--- src/rtl/n_bit_div_if.sv ---
// Start/busy/done handshake bundle for the n_bit_div unsigned divider.
interface n_bit_div_if #(parameter int BIT_DEPTH = 32);
  logic                   start;
  logic [2*BIT_DEPTH-1:0] a;
  logic [BIT_DEPTH-1:0]   b;
  logic [BIT_DEPTH-1:0]   q;
  logic [BIT_DEPTH-1:0]   r;
  logic                   busy;
  logic                   done;
  logic                   div_zero;
  logic                   ovf;

  modport master (output start, a, b, input q, r, busy, done, div_zero, ovf);
  modport slave  (input start, a, b, output q, r, busy, done, div_zero, ovf);
endinterface

--- src/rtl/n_bit_div.sv ---
// Multi-cycle unsigned restoring divider: 2N-bit dividend / N-bit divisor,
// one quotient bit per clock, with divide-by-zero and overflow detection.
module n_bit_div #(
  parameter int BIT_DEPTH = 32
) (
  input logic          clk,
  input logic          rst,
  n_bit_div_if.slave   bus
);
  localparam int N  = BIT_DEPTH;
  localparam int CW = $clog2(N + 1);

  typedef enum logic [1:0] {IDLE, CALC, DONE, ERR} state_t;

  state_t          state_r, next_s;
  logic [N-1:0]    div_r, rem_r, lo_r, quo_r;
  logic [CW-1:0]   cnt_r;
  logic [N-1:0]    q_r, r_r;
  logic            busy_r, done_r, div_zero_r, ovf_r;

  logic            accept_s, bad_s, ge_s;
  logic [N:0]      partial_s, diff_s;
  logic [N-1:0]    rem_nxt_s, quo_nxt_s;

  // One restoring step; the compare is N+1 bits so a set partial MSB is never lost.
  always_comb begin
    partial_s = {rem_r, lo_r[N-1]};
    diff_s    = partial_s - {1'b0, div_r};
    ge_s      = (partial_s >= {1'b0, div_r});
    if (ge_s) begin
      rem_nxt_s = diff_s[N-1:0];
    end else begin
      rem_nxt_s = partial_s[N-1:0];
    end
    quo_nxt_s = {quo_r[N-2:0], ge_s};
  end

  // Next-state logic; a start is only taken while not busy.
  always_comb begin
    next_s   = state_r;
    accept_s = 1'b0;
    bad_s    = (bus.b == {N{1'b0}}) || (bus.a[2*N-1:N] >= bus.b);
    case (state_r)
      CALC: begin
        if (cnt_r == CW'(1)) begin
          next_s = DONE;
        end else begin
          next_s = CALC;
        end
      end
      IDLE, DONE, ERR: begin
        if (bus.start) begin
          accept_s = 1'b1;
          next_s   = bad_s ? ERR : CALC;
        end else begin
          next_s   = IDLE;
        end
      end
      default: next_s = IDLE;
    endcase
  end

  // State register and iteration datapath.
  always_ff @(posedge clk) begin
    if (rst) begin
      state_r <= IDLE;
      div_r   <= {N{1'b0}};
      rem_r   <= {N{1'b0}};
      lo_r    <= {N{1'b0}};
      quo_r   <= {N{1'b0}};
      cnt_r   <= {CW{1'b0}};
    end else begin
      state_r <= next_s;
      if (accept_s) begin
        div_r <= bus.b;
        rem_r <= bus.a[2*N-1:N];
        lo_r  <= bus.a[N-1:0];
        quo_r <= {N{1'b0}};
        cnt_r <= CW'(N);
      end else if (state_r == CALC) begin
        rem_r <= rem_nxt_s;
        lo_r  <= {lo_r[N-2:0], 1'b0};
        quo_r <= quo_nxt_s;
        cnt_r <= cnt_r - CW'(1);
      end else begin
        cnt_r <= cnt_r;
      end
    end
  end

  // Registered outputs; results update only when a result is presented.
  always_ff @(posedge clk) begin
    if (rst) begin
      q_r        <= {N{1'b0}};
      r_r        <= {N{1'b0}};
      busy_r     <= 1'b0;
      done_r     <= 1'b0;
      div_zero_r <= 1'b0;
      ovf_r      <= 1'b0;
    end else begin
      busy_r <= (next_s == CALC);
      if (next_s == DONE) begin
        q_r        <= quo_nxt_s;
        r_r        <= rem_nxt_s;
        done_r     <= 1'b1;
        div_zero_r <= 1'b0;
        ovf_r      <= 1'b0;
      end else if (next_s == ERR) begin
        q_r        <= {N{1'b1}};
        r_r        <= bus.a[N-1:0];
        done_r     <= 1'b1;
        div_zero_r <= (bus.b == {N{1'b0}});
        ovf_r      <= (bus.b != {N{1'b0}});
      end else begin
        done_r     <= 1'b0;
      end
    end
  end

  assign bus.q        = q_r;
  assign bus.r        = r_r;
  assign bus.busy     = busy_r;
  assign bus.done     = done_r;
  assign bus.div_zero = div_zero_r;
  assign bus.ovf      = ovf_r;
endmodule

--- src/flat_wrapper.sv ---
// flat-port wrapper written by rule: the top's interface ports become plain ports
module n_bit_div_flat 
#(
  parameter int BIT_DEPTH = 32
)
  (clk, rst, bus_start, bus_a, bus_b, bus_q, bus_r, bus_busy, bus_done, bus_div_zero, bus_ovf);
  n_bit_div_if #(.BIT_DEPTH(BIT_DEPTH)) bus_i ();
  input logic clk;
  input logic rst;
  input wire logic [$bits(bus_i.start)-1:0] bus_start;
  input wire logic [$bits(bus_i.a)-1:0] bus_a;
  input wire logic [$bits(bus_i.b)-1:0] bus_b;
  output wire logic [$bits(bus_i.q)-1:0] bus_q;
  output wire logic [$bits(bus_i.r)-1:0] bus_r;
  output wire logic [$bits(bus_i.busy)-1:0] bus_busy;
  output wire logic [$bits(bus_i.done)-1:0] bus_done;
  output wire logic [$bits(bus_i.div_zero)-1:0] bus_div_zero;
  output wire logic [$bits(bus_i.ovf)-1:0] bus_ovf;
  assign bus_i.start = bus_start;
  assign bus_i.a = bus_a;
  assign bus_i.b = bus_b;
  assign bus_q = bus_i.q;
  assign bus_r = bus_i.r;
  assign bus_busy = bus_i.busy;
  assign bus_done = bus_i.done;
  assign bus_div_zero = bus_i.div_zero;
  assign bus_ovf = bus_i.ovf;
  n_bit_div #(.BIT_DEPTH(BIT_DEPTH)) u_core (.clk(clk), .rst(rst), .bus(bus_i));
endmodule
--- config.mk ---
export PLATFORM = sky130hd
export DESIGN_NAME = n_bit_div_flat
export DESIGN_NICKNAME = d
export VERILOG_FILES = /design/src/rtl/n_bit_div_if.sv /design/src/rtl/n_bit_div.sv /design/src/flat_wrapper.sv
export SDC_FILE = /design/constraint.sdc
export NUM_CORES = 1
export LEC_CHECK = 0
export CORE_MARGIN = 3
export CORE_UTILIZATION = 29
export CTS_CLUSTER_SIZE = 8
export DETAILED_ROUTE_END_ITERATION = 8
export SYNTH_ARGS = -nofsm -noshare
export SYNTH_HDL_FRONTEND = slang
export SYNTH_SLANG_ARGS = --single-unit
--- constraint.sdc ---
create_clock -name clk -period 9.08 [get_ports clk]
set_input_delay 1.816 -clock clk [delete_from_list [all_inputs] [get_ports clk]]
set_output_delay 1.816 -clock clk [all_outputs]
set_load 0.1 [all_outputs]
Word level (Yosys, flattened, before mapping)

Index checks and enable logic that the tools add are counted.

Add/subtract/negate cells: 2
Multipliers: 0
Divide/modulo/power cells: 0
$lt $le $gt $ge: 2
Equal/unequal tests: 7
Shifts and indexed selects: 0
Muxes and demuxes: 19
Bitwise gates (word level): 0
Reduce and logical (&&, ||, !) cells: 9

Operators with widths:

| cell                | count |
|---|---|
| $mux 32             | 9 |
| $ge 33x32->1        | 1 |
| $ge 32x32->1        | 1 |
| $logic_not 32->1    | 1 |
| $reduce_bool 32->1  | 1 |
| $sub 32x32->32      | 1 |
| $mux 6              | 2 |
| $eq 2x2->1 const B  | 4 |
| $eq 6x1->1 const B  | 1 |
| $mux 2              | 3 |
| $sub 6x1->6 const B | 1 |
| $eq 2x1->1 const B  | 2 |
| $mux 1              | 4 |
| $pmux 2 s2          | 1 |
| $reduce_bool 2->1   | 2 |
| $reduce_or 2->1     | 2 |
| $reduce_or 3->1     | 1 |
| $logic_not 2->1     | 1 |
| $logic_or 1x1->1    | 1 |

Register bits after elaboration: 203
Bits in latches: 0
RAM bits: 0
ROM bits: 0
Input bits: 99
Word-level logic and storage cells: 52
Memories: 0

Longest topological paths before layout

Depth in word-level cells: 8
Gate-level depth with buffers: 12

Least setup slack after synthesis

Ideal clock, no wire load.

Path kind: input -> register
Start: input bus_b[6]
End: register u_core.r_r[10] (netlist: u_core.bus.r[10])
Arrival time: 3.827 ns
Setup slack: 5.126 ns
Cell stages on the path: 12
Cell sequence: inv_1 -> ha_1 -> nand4_1 -> or3_1 -> o31a_1 -> a31oi_1 -> o21a_1 -> buf_2 -> clkbuf_1 -> nor2_1 -> a221oi_1 -> nor2_1

Cells in the longest elaborated chain, start to end: 7

Ends and longest elaborated chain:

| item                                             | RTL line                           | text |
|---|---|---|
| start, declared                                  | flat_wrapper.sv:12                 | `input wire logic [$bits(bus_i.b)-1:0] bus_b;` |
| $ge 32x32->1 or $logic_not 32->1 (tied branches) | n_bit_div.sv:42                    | `bad_s = (bus.b == {N{1'b0}}) \|\| (bus.a[2*N-1:N] >= bus.b);` |
| $logic_or 1x1->1 (*)                             | n_bit_div.sv:42                    |  |
| $mux 2 (*)                                       | n_bit_div.sv:54                    | `next_s = bad_s ? ERR : CALC;` |
| $mux 2 (*)                                       | n_bit_div.sv:52                    | `if (bus.start) begin` |
| $pmux 2 s2 (*)                                   | n_bit_div.sv:43                    | `case (state_r)` |
| $eq 2x2->1 (on tied branches)                    | n_bit_div.sv:102, n_bit_div.sv:108 |  |
| $mux 32 or $reduce_bool 2->1 (tied branches)     | n/a                                |  |
| end signal, assigned                             | n_bit_div.sv:95                    | `r_r <= {N{1'b0}};` |
| end signal, assigned                             | n_bit_div.sv:104                   | `r_r <= rem_nxt_s;` |
| end signal, assigned                             | n_bit_div.sv:110                   | `r_r <= bus.a[N-1:0];` |
| end, declared                                    | n_bit_div.sv:18                    | `logic [N-1:0] q_r, r_r;` |

Mark *: on every way between the ends. The rest lies on a longest branch, timed or not.
A chain may end at the register's enable or synchronous reset.

Final worst setup path

Start: input bus_b[6]
End: register u_core.r_r[4] (netlist: u_core.bus.r[4])

Same word-level chain as after synthesis.

==> Flow_metrics.wiki <==
{| class="wikitable"
! Metric !! Value
|-
| Critical path's most frequent cell || nor2_1
|-
| Fin crit share || a little over half
|-
| Area delta synth->final || 24.5%
|-
| Number of sinks on the clock net || 202
|-
| Leakage power figure || around 5.5 nW
|-
| Number of buffers on the longest clock path || 3
|-
| Worst Path Arrival || roughly 5300 ps
|-
| Post-Syn Nets || 1586
|-
| Count of inserted antenna diode cells || 0
|-
| Tightest slew margin relative to the limit || 27.1%
|-
| Min Clock Period, post-route || 4880 ps
|-
| Run status || finished clean
|-
| Input/output buffers || 166
|-
| Async S/R FF share, synth || 0%
|-
| Transition time at the pin with the least slew margin || 1090 ps
|-
| Critical path buffers and inverters || 3
|-
| Top-level I/O count || ~170
|-
| DR iter-0 viols || around 750
|-
| Largest net degree at the start of global routing || 95
|-
| Max-cap violations || 0
|-
| Clock tree from TritonCTS || done
|-
| Number of distinct library cells after synthesis || slightly below 80
|-
| Source-to-sink clock delay at the later pin of the worst-skew pair || 560 ps
|-
| Ranking of synthesized cells by instance count || 211 x nand2_1, 202 x dfxtp_1, 146 x nor2_1
|-
| Cts repair resizes || 0
|-
| Cell with the largest stage delay on the worst path || o21a_4
|-
| CP Capture Type || register
|-
| Power per Cell Area || 232 nW/um^2
|-
| Post-synth top area share || between 30% and 40%
|-
| Routed WL || 38200 um
|-
| Number of enable-type register cells in the synthesized netlist || 0
|-
| Post-CTS setup-driven buffer insertion count || 0
|-
| Remaining antenna violation count || 0
|-
| Number of placement rows || 71
|-
| Biggest fanout along the worst timing path || 48
|-
| Placeable core region || between 30000 and 40000 sq um
|-
| Synth Register Bits || 202
|-
| Worst setup skew after layout || 18.5 ps
|-
| Total overflow reported by the global router || 0
|-
| Share of layout cells above drive strength 1 || between 5 and 6%
|-
| Cell area after synthesis || about 11000 sq um
|-
| Clock transition at the register clock pins on the worst setup and hold paths after CTS || 50 ps
|-
| Initial antenna violation count || 0
|-
| Largest area contributor in the netlist || dfxtp_1
|-
| Die Footprint || 41400 sq um
|-
| Post-Syn Area per Cell || about 8 sq um
|-
| Instance count of the mapped netlist || around 1400
|-
| Detailed placement HPWL || 28300 um
|-
| Root buf cell || clkbuf_16
|-
| Upper clock frequency limit || 205 MHz
|-
| Gpl congestion || 0.938
|-
| Worst hold-check path type || register to register
|-
| DR vias || approximately 11000
|-
| Placed instance area || 13300 sq um
|-
| Sequential area share after synthesis || 35.7%
|-
| Combined flip-flop and latch cell area || between 4000 and 5000 sq um
|-
| Top cells by area in the synthesized netlist || dfxtp_1 36%, ha_1 7.3%, nand2_1 7.0%
|-
| Final net count || 1696
|-
| Post-route cell area || 14100 sq um
|-
| Initial standard-cell utilization of the core || 29.8%
|-
| Number of buffers added by the clock tree synthesis step || 29
|-
| Mean routed wirelength per cell || approximately 19 um
|-
| Type of the setup path with the least slack || primary input to register
|-
| Number of endpoints with negative hold slack in the final report || 0
|-
| X dimension of the die || slightly above 200 um
|-
| Unrepaired setup endpoints after global routing || false
|-
| Detailed-route vias per instance || 5.20
|-
| Die outline height || 204 um
|-
| Met1 Resource Use GR || 26.3%
|-
| Length of the first detailed-routing pass in iterations || 6
|-
| Cell class contributing the biggest share of worst-path delay || compound AO/OA/AOI/OAI gates
|-
| CTS Hold Bufs || 0
|-
| Largest vdd supply drop || ~0.16 mV
|-
| Max stage delay on crit path || 520 ps
|-
| Most frequent cell after synthesis || nand2_1
|-
| Peak-usage layer in the global routing report || met2
|-
| List of cells traversed by the critical path || clkdlybuf4s50_1 > inv_1 > ha_1 > nand4_1 > or3_1 > o31a_1 > a31oi_1 > o21a_4 > buf_4 > nor2_1 > a221oi_1 > nor2_1
|-
| Data required time at the worst endpoint || roughly 9500 ps
|-
| Setup violations, final || 0
|-
| Met3 Usage GRT || 2.67%
|-
| Vias in the first global route || 10200
|-
| Met2 Track Usage GR || between 20% and 30%
|-
| Total track usage || between 10% and 20%
|-
| First-pass GRT wire length || 59200 um
|-
| Kind of launch point of the worst setup path || primary input
|-
| Final sum of negative setup slack || 0 ps
|-
| Yosys warnings || 0
|-
| Final-layout fill cell count || ~4000
|-
| Number of max-slew violations in the final report || 0
|-
| DRC Markers || 0
|-
| Area of combinational cells with multiple inputs || 6600 sq um
|-
| Number of levels the H-tree was split into || 1
|-
| Total power after layout || 0.00327 W
|-
| Synth Flop Type || dfxtp_1
|}
## registers in the layout (all words and copies together) (netlist names)
signal,count
u_core.bus.busy,1
u_core.bus.div_zero,1
u_core.bus.ovf,1
u_core.bus.q,32
u_core.bus.r,32
u_core.cnt_r,6
u_core.div_r,32
u_core.lo_r,32
u_core.quo_r,31
u_core.rem_r,32
u_core.state_r,2
## metrics by stage
stage | worst slack [ps] | instances | hold slack, ps | utilization (%)
after floorplan | 5130 | 1420 | 436 | -
after global placement | 3720 | 2010 | 445 | 35.0
after detailed placement | 3630 | 2010 | 448 | 35.0
after CTS | 4200 | 2044 | 455 | 37.1
after global routing | 3900 | 2044 | 477 | 37.1
final | 4200 | 2044 | 454 | 37.1
## cell usage in the layout (no fill, tap or decap), types with 8 or more instances in the layout
master             n
nor2b_1           10
a221oi_1          18
dfxtp_1          202
nor2_1           145
xor2_1            14
mux2_4             8
nand3b_1          12
nand2b_1          11
o211ai_1          10
o221ai_1          11
inv_1             73
clkbuf_16         29
o21ai_0           24
nand4_1           17
buf_4             15
a21o_1             9
xnor2_1           14
a211oi_1          61
nor4_1            12
a21oi_1          124
nand3_1           18
clkdlybuf4s50_1  164
ha_1              66
a31oi_1           14
nand2_1          211
nor3_1            77
mux2i_1           61
## where the power goes
group          switching, W  internal [W]  total [W]  leakage (nW)
registers         0.0000546      0.000964    0.00102          1.66
clock network      0.000395      0.000579   0.000974         0.384
logic              0.000828      0.000445    0.00127          3.46
## cell families after synthesis
family / count (synthesis) / share of synthesized area, %
buf+inv: 174 / 6.23
xor+xnor: 28 / 2.17
mux: 76 / 7.15
flops: 202 / 35.7
compound gates: 325 / 19.2
simple gates: 548 / 22.0
fa+ha+maj: 67 / 7.47
## routing by layer
metal  wire, um  vias up  part of all wire (%)
li1           -     5211                     -
met1      18400     5047                    48
met2      16600      326                    43
met3       2330       50                   6.1
met4        870        0                   2.3
met5          0        -                     0
## area by class of cell
type / instances / share of cell area, %
Clock inverter: 1 / 0.142
Multi-Input combinational cell: 1044 / 46.8
Tap cell: 511 / 4.54
Timing Repair Buffer: 179 / 12.4
Inverter: 74 / 1.97
Sequential cell: 202 / 28.7
Clock buffer: 33 / 5.40
## worst min-delay path, delay by kind of cell (launching register included)
| kind | cells | cell delay, ps |
|---|---|---|
| compound gates | 1 | 50 |
| flops | 1 | 300 |
| simple gates | 1 | 50 |
## path summary, 6_finish.rpt
| kind | slack (ps) | cells past startpoint | end | startpoint |
|---|---|---|---|---|
| worst max register to register | 5190 | 10 | u_core.bus.r[28] | u_core.rem_r[26] |
| worst min register to register | 450 | 2 | u_core.div_r[21] | u_core.div_r[21] |
| worst max-delay path | 4200 | 12 | u_core.bus.r[4] | bus_b[6] |
| worst min-delay path | 450 | 2 | u_core.div_r[21] | u_core.div_r[21] |
Power figures use the tool's default switching activity.
